**config.mk**
```make
export PLATFORM = sky130hd
export DESIGN_NAME = keypad_scanner
export DESIGN_NICKNAME = d
export VERILOG_FILES = /design/src/rtl/keypad_pkg.sv /design/src/rtl/scan_tick_gen.sv /design/src/rtl/keypad_scanner.sv
export SDC_FILE = /design/constraint.sdc
export NUM_CORES = 1
export LEC_CHECK = 0
export ABC_AREA = 1
export BUFFER_PORTS_ARGS = -buffer_cell sky130_fd_sc_hd__buf_2
export CORE_MARGIN = 2
export CORE_UTILIZATION = 35
export DETAILED_ROUTE_END_ITERATION = 6
export HOLD_SLACK_MARGIN = 0.05
export PLACE_DENSITY = 0.6
export SLEW_MARGIN = 40
export SYNTH_ARGS = -nofsm -noshare
export SYNTH_HDL_FRONTEND = slang
export SYNTH_HIERARCHICAL = 1
export SYNTH_SLANG_ARGS = --single-unit
export TNS_END_PERCENT = 10
```
**constraint.sdc**
```tcl
create_clock -name CLK_100MHZ -period 2.25 [get_ports CLK_100MHZ]
set_input_delay 0 -clock CLK_100MHZ [delete_from_list [all_inputs] [get_ports CLK_100MHZ]]
set_output_delay 0 -clock CLK_100MHZ [all_outputs]
set_load 0.005 [all_outputs]
```
**src/rtl/keypad_pkg.sv**
```systemverilog
// Shared types and constants for the matrix keypad scanner.
package keypad_pkg;

  typedef enum logic [1:0] {
    StScan     = 2'd0,
    StDebounce = 2'd1,
    StHeld     = 2'd2
  } kp_state_e;

  localparam logic [3:0]  COL_RESET     = 4'b1110;
  localparam int unsigned CODE_W        = 4;
  localparam int unsigned REPEAT_FIRST  = 500;
  localparam int unsigned REPEAT_PERIOD = 100;

  // Index of the lowest zero bit; used for row priority and column index.
  function automatic logic [1:0] low_idx(input logic [3:0] v);
    logic [1:0] idx;
    idx = 2'd0;
    for (int i = 3; i >= 0; i--) begin
      if (!v[i]) idx = 2'(i);
    end
    return idx;
  endfunction

endpackage

```
**src/rtl/scan_tick_gen.sv**
```systemverilog
// Dwell-rate tick generator shared by scanned peripherals.
// Pulses tick for one cycle every CLK_HZ/SCAN_HZ cycles.
module scan_tick_gen #(
  parameter int unsigned CLK_HZ  = 100000000,
  parameter int unsigned SCAN_HZ = 1000
) (
  input  logic CLK_100MHZ,
  input  logic RST,
  output logic tick
);

  localparam int unsigned DWELL = CLK_HZ / SCAN_HZ;
  localparam int unsigned CNT_W = (DWELL > 1) ? $clog2(DWELL) : 1;

  logic [CNT_W-1:0] cnt_q;

  assign tick = (cnt_q == CNT_W'(DWELL - 1));

  always_ff @(posedge CLK_100MHZ or posedge RST) begin
    if (RST) begin
      cnt_q <= '0;
    end else if (tick) begin
      cnt_q <= '0;
    end else begin
      cnt_q <= cnt_q + 1'b1;
    end
  end

endmodule

```
**src/rtl/keypad_scanner.sv**
```systemverilog
// 4x4 active-low keypad scanner with debounce; one KEY_VALID pulse per accepted key.
// Define KEYPAD_REPEAT_EN to add auto-repeat pulses while a key stays held.
module keypad_scanner
  import keypad_pkg::*;
#(
  parameter int unsigned CLK_HZ         = 100000000,
  parameter int unsigned SCAN_HZ        = 1000,
  parameter int unsigned DEBOUNCE_SCANS = 4
) (
  input  logic              CLK_100MHZ,
  input  logic              RST,
  output logic [3:0]        COL,
  input  logic [3:0]        ROW,
  output logic [CODE_W-1:0] KEY_CODE,
  output logic              KEY_VALID,
  output logic              KEY_HELD
);

  localparam logic [3:0] DEB_N = 4'(DEBOUNCE_SCANS);

  logic tick;

  scan_tick_gen #(
    .CLK_HZ (CLK_HZ),
    .SCAN_HZ(SCAN_HZ)
  ) u_tick (
    .CLK_100MHZ(CLK_100MHZ),
    .RST       (RST),
    .tick      (tick)
  );

  // Two-flop synchronizer; idle rows read as released.
  logic [3:0] row_meta_q, rs_q;

  always_ff @(posedge CLK_100MHZ or posedge RST) begin
    if (RST) begin
      row_meta_q <= 4'hF;
      rs_q       <= 4'hF;
    end else begin
      row_meta_q <= ROW;
      rs_q       <= row_meta_q;
    end
  end

  kp_state_e         state_q, state_d;
  logic [3:0]        col_q, col_d;
  logic [1:0]        cand_row_q, cand_row_d;
  logic [1:0]        cand_col_q, cand_col_d;
  logic [3:0]        deb_cnt_q, deb_cnt_d;
  logic [3:0]        rel_cnt_q, rel_cnt_d;
  logic [CODE_W-1:0] key_code_q, key_code_d;
  logic              key_valid_q, key_valid_d;
  logic              key_held_q, key_held_d;

  logic              accept;
  logic [CODE_W-1:0] acc_code;
  logic [3:0]        col_rot;
  logic [3:0]        deb_inc, rel_inc;

`ifdef KEYPAD_REPEAT_EN
  logic [9:0] rep_cnt_q, rep_cnt_d;
  logic [9:0] rep_inc;
`endif

  assign col_rot = {col_q[2:0], col_q[3]};
  assign deb_inc = deb_cnt_q + 4'd1;
  assign rel_inc = rel_cnt_q + 4'd1;
`ifdef KEYPAD_REPEAT_EN
  assign rep_inc = rep_cnt_q + 10'd1;
`endif

  always_comb begin
    state_d     = state_q;
    col_d       = col_q;
    cand_row_d  = cand_row_q;
    cand_col_d  = cand_col_q;
    deb_cnt_d   = deb_cnt_q;
    rel_cnt_d   = rel_cnt_q;
    key_code_d  = key_code_q;
    key_valid_d = 1'b0;
    key_held_d  = key_held_q;
    accept      = 1'b0;
    acc_code    = key_code_q;
`ifdef KEYPAD_REPEAT_EN
    rep_cnt_d   = rep_cnt_q;
`endif

    unique case (state_q)
      StScan: begin
        if (tick) begin
          if (rs_q == 4'hF) begin
            col_d = col_rot;
          end else begin
            cand_row_d = low_idx(rs_q);
            cand_col_d = low_idx(col_q);
            deb_cnt_d  = 4'd1;
            if (DEB_N == 4'd1) begin
              accept   = 1'b1;
              acc_code = {low_idx(rs_q), low_idx(col_q)};
            end else begin
              state_d = StDebounce;
            end
          end
        end
      end

      StDebounce: begin
        if (tick) begin
          if (!rs_q[cand_row_q]) begin
            deb_cnt_d = deb_inc;
            if (deb_inc == DEB_N) begin
              accept   = 1'b1;
              acc_code = {cand_row_q, cand_col_q};
            end
          end else begin
            state_d = StScan;
            col_d   = col_rot;
          end
        end
      end

      StHeld: begin
        if (tick) begin
`ifdef KEYPAD_REPEAT_EN
          // First repeat after REPEAT_FIRST ticks, then fold back to re-arm every period.
          if (rep_inc == 10'(REPEAT_FIRST + REPEAT_PERIOD)) begin
            key_valid_d = 1'b1;
            rep_cnt_d   = 10'(REPEAT_FIRST);
          end else begin
            key_valid_d = (rep_inc == 10'(REPEAT_FIRST));
            rep_cnt_d   = rep_inc;
          end
`endif
          if (rs_q[cand_row_q]) begin
            rel_cnt_d = rel_inc;
            if (rel_inc == DEB_N) begin
              key_held_d  = 1'b0;
              key_valid_d = 1'b0;
              rel_cnt_d   = 4'd0;
              state_d     = StScan;
              col_d       = col_rot;
            end
          end else begin
            rel_cnt_d = 4'd0;
          end
        end
      end

      default: state_d = StScan;
    endcase

    if (accept) begin
      state_d     = StHeld;
      key_code_d  = acc_code;
      key_valid_d = 1'b1;
      key_held_d  = 1'b1;
      rel_cnt_d   = 4'd0;
`ifdef KEYPAD_REPEAT_EN
      rep_cnt_d   = 10'd0;
`endif
    end
  end

  always_ff @(posedge CLK_100MHZ or posedge RST) begin
    if (RST) begin
      state_q     <= StScan;
      col_q       <= COL_RESET;
      cand_row_q  <= 2'd0;
      cand_col_q  <= 2'd0;
      deb_cnt_q   <= 4'd0;
      rel_cnt_q   <= 4'd0;
      key_code_q  <= '0;
      key_valid_q <= 1'b0;
      key_held_q  <= 1'b0;
    end else begin
      state_q     <= state_d;
      col_q       <= col_d;
      cand_row_q  <= cand_row_d;
      cand_col_q  <= cand_col_d;
      deb_cnt_q   <= deb_cnt_d;
      rel_cnt_q   <= rel_cnt_d;
      key_code_q  <= key_code_d;
      key_valid_q <= key_valid_d;
      key_held_q  <= key_held_d;
    end
  end

`ifdef KEYPAD_REPEAT_EN
  always_ff @(posedge CLK_100MHZ or posedge RST) begin
    if (RST) begin
      rep_cnt_q <= 10'd0;
    end else begin
      rep_cnt_q <= rep_cnt_d;
    end
  end
`endif

  assign COL       = col_q;
  assign KEY_CODE  = key_code_q;
  assign KEY_VALID = key_valid_q;
  assign KEY_HELD  = key_held_q;

endmodule

```
==> results.ini <==
[status]
outcome = finished, final reports clean

[placed_design]
dpl.hpwl_um = 3410
globalplace.congestion = 0.840
place_inst = 424
port_buffers = 15

[timing]
holdWs_ns = 0.285
fin_worst_skew_ns = 0.0157
worst_slew_pin_slew_ns = 0.652
setup_viol = 0
hold_viol = 0
finalCritPeriodShare_pct = 86.5
slew_viol_final = 0
fin_setup_tns_ns = 0
rsz0062_at_grt = false
fmaxAchievable_mhz = 514
slew_headroom_pct = 56.5
min_period_ns = 1.95

[critical_path]
crit_slowest_cell = dfrtp_1
crit_fanout = 11
arrival_ns = 2.14
rrSetupSlack_ns = 0.30
worst_ep_required_time_ns = 2.45
slowest_delay_ns = 0.40
crit_type = reg2reg
cpMostUsedCell = nand2_1
critPathLaunchType = flip-flop
r2r_start = u_tick/cnt_q[0]
crit_path_end_kind = flip-flop
crit_chain = ha_1 > nand2_1 > inv_2 > nand2_1 > nor2_2 > nand2_1 > inv_2 > inv_1 > nor2_1 > nand3_2 > buf_4 > nand2_1 > o21ai_2
reg2regPathDepth = 13
r2r-end = KEY_CODE[2]

[logic_synthesis]
yosys_warnings = 6
ys_async_sr_fraction_pct = 100
synth_area_leaders = dfrtp_1 (39%), nand2_1 (12%), dfstp_2 (12%)
synth_area_per_cell_um2 = 7.96
synth_edf_count = 0
synth.largest_area_cell = dfrtp_1
ys_ff_latch = 49
yosysTopAreaCellShare_pct = 38.6
synth_cells = 310
ys_seq_area_share_pct = 50.3
synth.most_common_cell = nand2_1
synth_common_cells = nand2_1 (79), inv_1 (46), nor2_1 (40), dfrtp_1 (38), nand3_1 (19)
synth_cell_types = 25
syn-num-nets = 320
ys.flop_type = dfrtp_1
syn_area_um2 = 2470

[routing]
drc = 0
via_per_inst = 4.46
dr_total_vias = 1949
post_drt_wl_per_cell_um = 10.6
ant_nets = 0
drt-total-wl_um = 4640
first_pass_iters = 4
drt-initial-drc-count = 79

[global_routing]
grt_util_met1_pct = 18.0
grt_max_degree = 25
top_usage_layer = met2
gr-total-overflow = 0
globalRouteMet2Util_pct = 21.7
groute.usage.overall_pct = 13.2
antenna_found_initial = 0
grt_pass1_wl_um = 8160
grt_pass1_vias = 1807
met3_usage_pct = 3.20

[floorplan]
die_h_um = 87.9
ios = 16
rows = 30
die_area_um2 = 7730
start_util_pct = 36.3
core_area_um2 = 6790
die_w_um = 87.9

[cts]
cts.repair.resized = 0
path_clk_slew_ns = 0.10
cts_tree = done
cts.sinks = 49
ctsHoldBuffers = 5
post_cts_buffers = 0
cts_buffer_depth = 2
clock_latency_ns = 0.30
cts-root-buf = clkbuf_8
htree_levels = 2
cts_buffers = 5

[final_layout]
syn2layout_area_growth_pct = 14.7
antenna_cells = 0
n_fill_cell = 675
drive_gt1_share_pct = 19.9
finalNetCount = 350
final_util_pct = 41.6
fin_cells = 437

[power]
p_total_mw = 1.50
power.density_nw_per_um2 = 528
p_comb_share_pct = 2.7
p_sw_mw = 0.334
ir_drop_mv = 0.264
power.leakage_nw = 1.40
p_seq_share_pct = 60.0
swShare_pct = 22.3
clkPwrFrac_pct = 37.3
internal-power_mw = 1.16

[flow_run]
maxCapViolations = 0

[hold_path]
hold_path.class = in2async

worst max-delay path, delay by kind of cell (launching register included):
family	cells	cell delay, ns
adder cells (fa/ha/maj)	1	0.21
AND/OR/NAND/NOR	7	0.79
flip-flops	1	0.40
AO/OA/AOI/OAI	1	0.05
buffers and inverters	4	0.41
power by group through the flow:
stage          Sequential, mW  Combinational [mW]  Clock (mW)
3_5_place_dp            0.914              0.0361           0
3_3_place_gp            0.913              0.0354           0
2_1_floorplan           0.913              0.0210           0
4_1_cts                 0.897              0.0427       0.580
5_1_grt                 0.898              0.0477       0.617
6_report                0.897              0.0404       0.558
metrics by stage:
step                area [um2]  setup slack (ns)
finish                    2830             0.303
global route              2830            0.0709
CTS                       2830             0.311
detailed placement        2680             0.325
global placement          2680             0.374
floorplan                 2470             0.406
metal layers:
metal	share of wire, %	wire length [um]	up-vias
met4	0.41	19	0
met5	0	0	-
met1	49	2260	890
li1	-	-	1028
met3	4.2	194	2
met2	47	2170	29
registers in the layout, summed over array words and instances, names as in the netlist, 4 cells and up:
register,count
COL,4
rs_q,4
u_tick/cnt_q,17
row_meta_q,4
rel_cnt_q,4
KEY_CODE,4
deb_cnt_q,4
area by class of cell:
type / instances / area [um2] / share of cell area [%]
clock inverter: 2 / 16.3 / 0.575
sequential: 49 / 1240 / 43.8
clock buffer: 6 / 82.6 / 2.92
multi-input combinational: 205 / 1010 / 35.6
inverter: 55 / 206 / 7.30
timing repair buffer: 24 / 155 / 5.48
tap: 96 / 120 / 4.25
cell usage in the layout, fill, tap and decap left out, types with 2 or more instances in the layout:
cell	instances
a21oi_1	6
a21oi_2	3
buf_2	15
buf_4	4
clkbuf_8	6
dfrtp_1	38
dfstp_2	11
dlygate4sd3_1	5
ha_1	4
inv_1	45
inv_2	10
nand2_1	79
nand2_2	3
nand3_1	19
nand3b_1	2
nand4_1	7
nor2_1	40
nor2_2	6
o21ai_0	7
o21ai_1	14
o21ai_2	5
xor2_1	4
worst max-delay path by stage:
stage	start	depth (start not counted)	slack, ns	endpoint
after global routing	u_tick/cnt_q[0]	13	0.07	KEY_CODE[0]
after floorplan	u_tick/cnt_q[0]	14	0.41	KEY_HELD
final	u_tick/cnt_q[0]	13	0.30	KEY_CODE[2]
after CTS	u_tick/cnt_q[0]	13	0.31	KEY_CODE[3]
after detailed placement	u_tick/cnt_q[0]	13	0.33	KEY_CODE[0]
after global placement	u_tick/cnt_q[0]	13	0.37	KEY_CODE[3]
kinds of logic after synthesis:
logic type | after synthesis | synth area share, %
flip-flops | 49 | 50.3
adder cells (fa/ha/maj) | 4 | 2.03
AO/OA/AOI/OAI | 37 | 9.03
AND/OR/NAND/NOR | 160 | 28.4
XOR/XNOR | 4 | 1.42
buffers and inverters | 56 | 8.83
(Power assumes the default switching activity.)
